File: src/rtl/skid_buffer.sv
// Two-entry skid buffer between a valid/ready producer and consumer.
// InReady depends on occupancy only, so OutReady never reaches it combinationally.
module skid_buffer #(
  parameter int WIDTH = 8
) (
  input  logic             clk,
  input  logic             reset,
  input  logic             InValid,
  input  logic [WIDTH-1:0] InData,
  output logic             InReady,
  output logic             OutValid,
  output logic [WIDTH-1:0] OutData,
  input  logic             OutReady,
  input  logic             Flush,
  output logic [1:0]       Count
);

  typedef enum logic [1:0] {
    EMPTY = 2'd0,
    ONE   = 2'd1,
    FULL  = 2'd2
  } state_t;

  state_t           state;
  logic [WIDTH-1:0] skid;
  logic             acc;
  logic             dlv;

  // Handshakes seen this cycle, both from registered flags.
  assign acc = InValid & InReady;
  assign dlv = OutValid & OutReady;

  // Occupancy FSM with registered flags and the two data registers.
  always_ff @(posedge clk or posedge reset) begin
    if (reset) begin
      state    <= EMPTY;
      InReady  <= 1'b1;
      OutValid <= 1'b0;
      Count    <= 2'd0;
      OutData  <= '0;
      skid     <= '0;
    end else if (Flush) begin
      state    <= EMPTY;
      InReady  <= 1'b1;
      OutValid <= 1'b0;
      Count    <= 2'd0;
    end else begin
      unique case (state)
        EMPTY: begin
          if (acc) begin
            state    <= ONE;
            OutData  <= InData;
            OutValid <= 1'b1;
            InReady  <= 1'b1;
            Count    <= 2'd1;
          end
        end
        ONE: begin
          if (acc && dlv) begin
            OutData <= InData;
          end else if (acc) begin
            state   <= FULL;
            skid    <= InData;
            InReady <= 1'b0;
            Count   <= 2'd2;
          end else if (dlv) begin
            state    <= EMPTY;
            OutValid <= 1'b0;
            Count    <= 2'd0;
          end
        end
        FULL: begin
          if (dlv) begin
            state   <= ONE;
            OutData <= skid;
            InReady <= 1'b1;
            Count   <= 2'd1;
          end
        end
        default: begin
          state    <= EMPTY;
          InReady  <= 1'b1;
          OutValid <= 1'b0;
          Count    <= 2'd0;
        end
      endcase
    end
  end

endmodule

File: config.mk
export PLATFORM = sky130hd
export DESIGN_NAME = skid_buffer
export DESIGN_NICKNAME = d
export VERILOG_FILES = /design/src/rtl/skid_buffer.sv
export SDC_FILE = /design/constraint.sdc
export NUM_CORES = 1
export LEC_CHECK = 0
export CAP_MARGIN = 20
export CORE_ASPECT_RATIO = 0.75
export CORE_MARGIN = 2
export CORE_UTILIZATION = 35
export CTS_BUF_LIST = sky130_fd_sc_hd__clkbuf_2 sky130_fd_sc_hd__clkbuf_4 sky130_fd_sc_hd__clkbuf_8
export DETAILED_ROUTE_END_ITERATION = 8
export PLACE_DENSITY = 0.71
export SLEW_MARGIN = 40
export SYNTH_ARGS = -nofsm -noshare
export SYNTH_HDL_FRONTEND = slang
export SYNTH_SLANG_ARGS = --single-unit
File: constraint.sdc
create_clock -name clk -period 5.3 [get_ports clk]
set_clock_uncertainty 0.2 [all_clocks]
set_input_delay 1.06 -clock clk [delete_from_list [all_inputs] [get_ports clk]]
set_output_delay 1.06 -clock clk [all_outputs]
set_load 0.01 [all_outputs]
## After elaboration in Yosys (flattened, before gate mapping)

Index checks and enable logic that the tools add are counted.

| operators by class | value |
|---|---|
| equality and inequality tests | 13 |
| mux-type cells | 22 |
| bitwise operators | 4 |
| reduce and logical (&&, ||, !) cells | 8 |

Operators with widths:

| kind | count |
|---|---|
| 2-to-1 mux 8 bit | 3 |
| one-hot mux 8 bit (3 select lines) | 1 |
| != test 3 bit, second input constant | 6 |
| 2-to-1 mux 2 bit | 6 |
| AND reduction 4 bit | 3 |
| AND reduction 5 bit | 2 |
| 2-to-1 mux 1 bit | 9 |
| != test 2 bit, second input constant | 4 |
| one-hot mux 1 bit (3 select lines) | 2 |
| one-hot mux 2 bit (3 select lines) | 1 |
| != test 4 bit, second input constant | 1 |
| nonzero test 3 bit | 1 |
| AND 1 bit | 2 |
| equality test 2 x 1 -> 1 bit, second input constant | 1 |
| equality test 2 bit, second input constant | 1 |
| zero test 2 bit | 1 |
| NOT 1 bit | 2 |
| logical AND 1 bit | 1 |

| storage, ports and cells | value |
|---|---|
| register bits after elaboration | 20 |
| bits of input ports | 13 |
| output and inout bits | 12 |

## Depth between registers and ports, before layout

| depth | value |
|---|---|
| depth after elaboration | 6 |
| depth in mapped cells | 4 |
| gate-level depth less buffers | 3 |

## Worst setup path before layout

OpenSTA, ideal clock, no wires.

| path | value |
|---|---|
| path kind | input to register |
| start | input OutReady |
| end | register OutData[0] |
| library setup time | 0.125 ns |
| data arrival time | 1.924 ns |
| required time | 4.975 ns |
| slack | 3.052 ns |
| stages | 3 |
| buffers on the path | 0 |
| path through | nand2_1 o32ai_4 mux2_2 |

| on the way | value |
|---|---|
| cells in the longest elaborated chain, start to end | 4 |
| elaborated cells between the ends (all ways) | 5 |
| those cells by class | eq/ne (2); bitwise (1); reduce/logical (2) |

Ends and longest elaborated chain:

| what | line | RTL |
|---|---|---|
| from (decl) | 13 | `input logic OutReady,` |
| AND 1 bit * | 31 | `assign dlv = OutValid & OutReady;` |
| logical AND 1 bit | 59 | `if (acc && dlv) begin` |
| != test 2 bit (no source line) | -- |  |
| AND reduction 5 bit (no source line) * | -- |  |
| to (signal assigned) | 52 | `OutData <= InData;` |
| to (signal assigned) | 60 | `OutData <= InData;` |
| to (signal assigned) | 75 | `OutData <= skid;` |
| to (decl) | 12 | `output logic [WIDTH-1:0] OutData,` |

Every way passes the cells marked *; elsewhere a longest branch is shown, timed or not.
A chain may end at the register's enable or synchronous reset.

## Worst setup path in the final report

| path | value |
|---|---|
| start | input Flush |
| end | register skid[3] |

| on the way | value |
|---|---|
| cells in the longest elaborated chain, start to end | 2 |

Ends and longest elaborated chain:

| what | line | RTL |
|---|---|---|
| from (decl) | 14 | `input logic Flush,` |
| NOT 1 bit (no source line) | -- |  |
| AND reduction 4 bit (no source line) | -- |  |
| to (signal assigned) | 63 | `skid <= InData;` |
| to (decl) | 25 | `logic [WIDTH-1:0] skid;` |

Every way passes these cells.

==> out/results.md <==
| Quantity | Reported |
|:---|:---|
| Outcome | finished clean |
| Detailed-route wire length per cell | 13.64 um |
| Maximum frequency from static timing analysis | 0.3600 GHz |
| Reg2reg setup slack | 3.19 ns |
| Unrepaired setup endpoints after global routing | no |
| Overall overflow remaining after global route | 0 |
| CTS root buf | sky130_fd_sc_hd__clkbuf_8 |
| Final count of pins violating max slew | 0 |
| CP max FO | 8 |
| Max-cap violations | 0 |
| Worst slack after detailed placement | 2.247 ns |
| Final Instance Area | 0.001295 mm2 |
| FF-to-FF Start | state[0]$_DFFE_PP0P_ |
| Cell Area, Placed | 0.001240 mm2 |
| Pin count of the biggest net entering global routing | 21 |
| Vias in the first global route | 661 |
| Worst Hold Path EP | skid[1]$_DFFE_PP0P_ |
| Crit path launch | Flush |
| Number of endpoints failing setup at the final stage | 0 |
| Number of enable flip-flop cells after synthesis | 0 |
| Number of design-rule violations left by the first detailed-router iteration | 10 |
| Via-per-instance ratio | 4.841 |
| Min-Delay Startpoint | skid[1]$_DFFE_PP0P_ |
| Endpoint of the worst register-to-register path | OutData[1]$_DFFE_PP0P_ |
| Final layout net count | 110 |
| P&R area growth vs syn | 33.38% |
| I/O pin count | 25 |
| GRT Overall Usage | 12.82% |
| First-pass GRT wire length | 3180 um |
| Total number of clock tree sinks | 20 |
| Max-Slew Margin vs Limit | 53.56% |
| Overall die area | 0.003216 mm2 |
| Worst IR Drop VDD | 0.2601 mV |
| Sequential area share after synthesis | 51.68% |
| Starting density of the core | 37.02% |
| Die Y-Extent | 49.62 um |
| # fillers | 248 |
| Standby leakage power | 0.5183 nW |
| Count of hold buffers inserted by post-cts repair | 0 |
| H-tree lvl count | 1 |
| Core Box Area | 0.002623 mm2 |
| Remaining antenna violation count after routing | 0 |
| Number of nets in the synthesized netlist | 83 |
| GPL Wtd Cong | 0.6343 |
| CP Data Required Time | 5.24 ns |
| Synthesized instance count | 70 |
| Power Dens Cells | 441.6 mW/mm2 |
| Ranking of synthesized cells by instance count | sky130_fd_sc_hd__mux2_2, sky130_fd_sc_hd__dfrtp_1, sky130_fd_sc_hd__nand2_1 |
| CTS Buffer Depth | 2 |
| Slew at the pin closest to its max-slew limit | 0.6923 ns |
| Clock edge transition at the registers on the reported setup and hold paths | 0.07 ns |
| Total detailed-routing wirelength | 1801 um |
| Number of antenna violations at the first check in global routing | 0 |
| Post-CTS setup repair buffer count | 0 |
| Number of design rule violations left after detail routing | 0 |
| TritonCTS Buffers | 3 |
| Average footprint of a synthesized cell | 13.87 um2 |
| Worst setup slack after layout | 2.522 ns |
| Detailed-router iteration count before antenna repair | 4 |
| Layout cell share with drive strength beyond 1 | 35.42% |
| Count of buffers inserted at the top-level ports | 24 |
| Crit Path Class | primary input to flop |
| Async S/R FF share, synth | 100.0% |
| Clock tree from TritonCTS | built |
| Number of hold violations in the final report | 0 |
| Ant diodes | 0 |
| HP Class | flop to flop |
| Final min period | 2.778 ns |
| Worst Hold Path Cells | 1 |
| Leading register cell type out of synthesis | sky130_fd_sc_hd__dfrtp_1 |
| Dominant cell by count in the synthesized netlist | sky130_fd_sc_hd__mux2_2 |
| Critical Path Start Type | primary input |
| Vias | 639 |
| WP data arrival | 2.72 ns |
| Number of warning messages in the yosys log | 0 |
| Source-to-sink clock delay at the later pin of the worst-skew pair | 0.25 ns |
| Number of gates resized after CTS | 0 |
| Die width | 64.82 um |
| Total of flip-flops plus latches after synthesis | 20 |
| Count of standard-cell rows | 16 |
| Post-Syn Area | 970.9 um2 |
| Leading post-synthesis cells by cell area | sky130_fd_sc_hd__dfrtp_1, sky130_fd_sc_hd__mux2_2, sky130_fd_sc_hd__o32ai_4 |
| Setup_tns | 0 ns |
| Top-area cell type share of the netlist area | 48.97% |
| Dominant cell type by area after synthesis | sky130_fd_sc_hd__dfrtp_1 |
| Final Cycle Share | 52.41% |
| Cell count of the worst reg-to-reg path | 3 |
| Crit end category | flop |
| Number of unique standard cell types used by synthesis | 23 |
-- where the power goes --
| group | switching, mW | internal (mW) |
|---|---|---|
| Sequential | 0.0400 | 0.219 |
| Clock | 0.0482 | 0.0660 |
| Combinational | 0.0681 | 0.131 |
| Total | 0.156 | 0.415 |
-- stage by stage --
stage	hold WS (ns)	total power [mW]	instances	utilization, %
2_1_floorplan	0.2753	0.3627	70	-
3_3_place_gp	0.2838	0.4560	128	47.28
3_5_place_dp	0.2932	0.4623	128	47.28
4_1_cts	0.3101	0.5780	132	49.38
5_1_grt	0.3227	0.6102	132	49.38
6_report	0.3067	0.5718	132	49.38
-- kinds of logic (layout without fill, tap and decap cells) --
kind of cell           Yosys count  count (layout)  synth area share (%)
AO/OA/AOI/OAI                   11              11                 10.83
buffers and inverters            4              30                 2.448
multiplexers                    24              24                 27.84
flip-flops                      20              20                 51.68
AND/OR/NAND/NOR                 11              11                 7.217
-- metal layers --
metal	global-route usage, %	wire (um)	vias up
li1	-	-	308
met1	17.81	879	316
met2	19.76	835	15
met3	4.566	87	0
met4	1.773	0	0
met5	0	0	-
-- state kept, by name, summed over array words and instances (netlist names) --
name and flops:
skid 8, OutData 8, OutValid 1, state 2, InReady 1
-- area by class of cell --
class / count / area, um2 / area share (%)
repair buffers: 24 / 240.2 / 18.55
well taps: 36 / 45.04 / 3.478
clock buffers: 4 / 55.05 / 4.251
inverters: 2 / 7.507 / 0.5797
flip-flops and latches: 20 / 501.7 / 38.74
multi-input cells: 46 / 445.4 / 34.40
-- placed cells by master (no fill, tap or decap) --
cell	count
sky130_fd_sc_hd__mux2_2	24
sky130_fd_sc_hd__clkdlybuf4s50_1	24
sky130_fd_sc_hd__dfrtp_1	19
sky130_fd_sc_hd__clkbuf_8	4
sky130_fd_sc_hd__nand2_1	3
sky130_fd_sc_hd__nand2b_1	2
sky130_fd_sc_hd__a21oi_1	2
sky130_fd_sc_hd__nor2_1	2
sky130_fd_sc_hd__dfstp_2	1
sky130_fd_sc_hd__nand4bb_2	1
sky130_fd_sc_hd__a21boi_2	1
sky130_fd_sc_hd__o21a_1	1
sky130_fd_sc_hd__a211oi_1	1
sky130_fd_sc_hd__a31o_2	1
sky130_fd_sc_hd__nor3_1	1
sky130_fd_sc_hd__o32ai_4	1
sky130_fd_sc_hd__and3b_2	1
sky130_fd_sc_hd__a221oi_1	1
sky130_fd_sc_hd__clkinv_1	1
sky130_fd_sc_hd__inv_1	1
sky130_fd_sc_hd__a211o_1	1
sky130_fd_sc_hd__o21bai_1	1
sky130_fd_sc_hd__nand3b_1	1
sky130_fd_sc_hd__a21o_1	1
-- critical path, stage by stage --
cell and delay, ns:
sky130_fd_sc_hd__clkdlybuf4s50_1 0.62, sky130_fd_sc_hd__nand4bb_2 0.24, sky130_fd_sc_hd__nand2b_1 0.41, sky130_fd_sc_hd__mux2_2 0.39
-- how the worst max path moves through the flow --
| stage | endpoint | cells past startpoint |
|---|---|---|
| detailed placement | skid[3]$_DFFE_PP0P_ | 4 |
| floorplan | OutData[0]$_DFFE_PP0P_ | 3 |
| global route | skid[3]$_DFFE_PP0P_ | 4 |
| CTS | skid[0]$_DFFE_PP0P_ | 4 |
| finish | skid[3]$_DFFE_PP0P_ | 4 |
| global placement | skid[5]$_DFFE_PP0P_ | 4 |
Power figures use the tool's default switching activity.
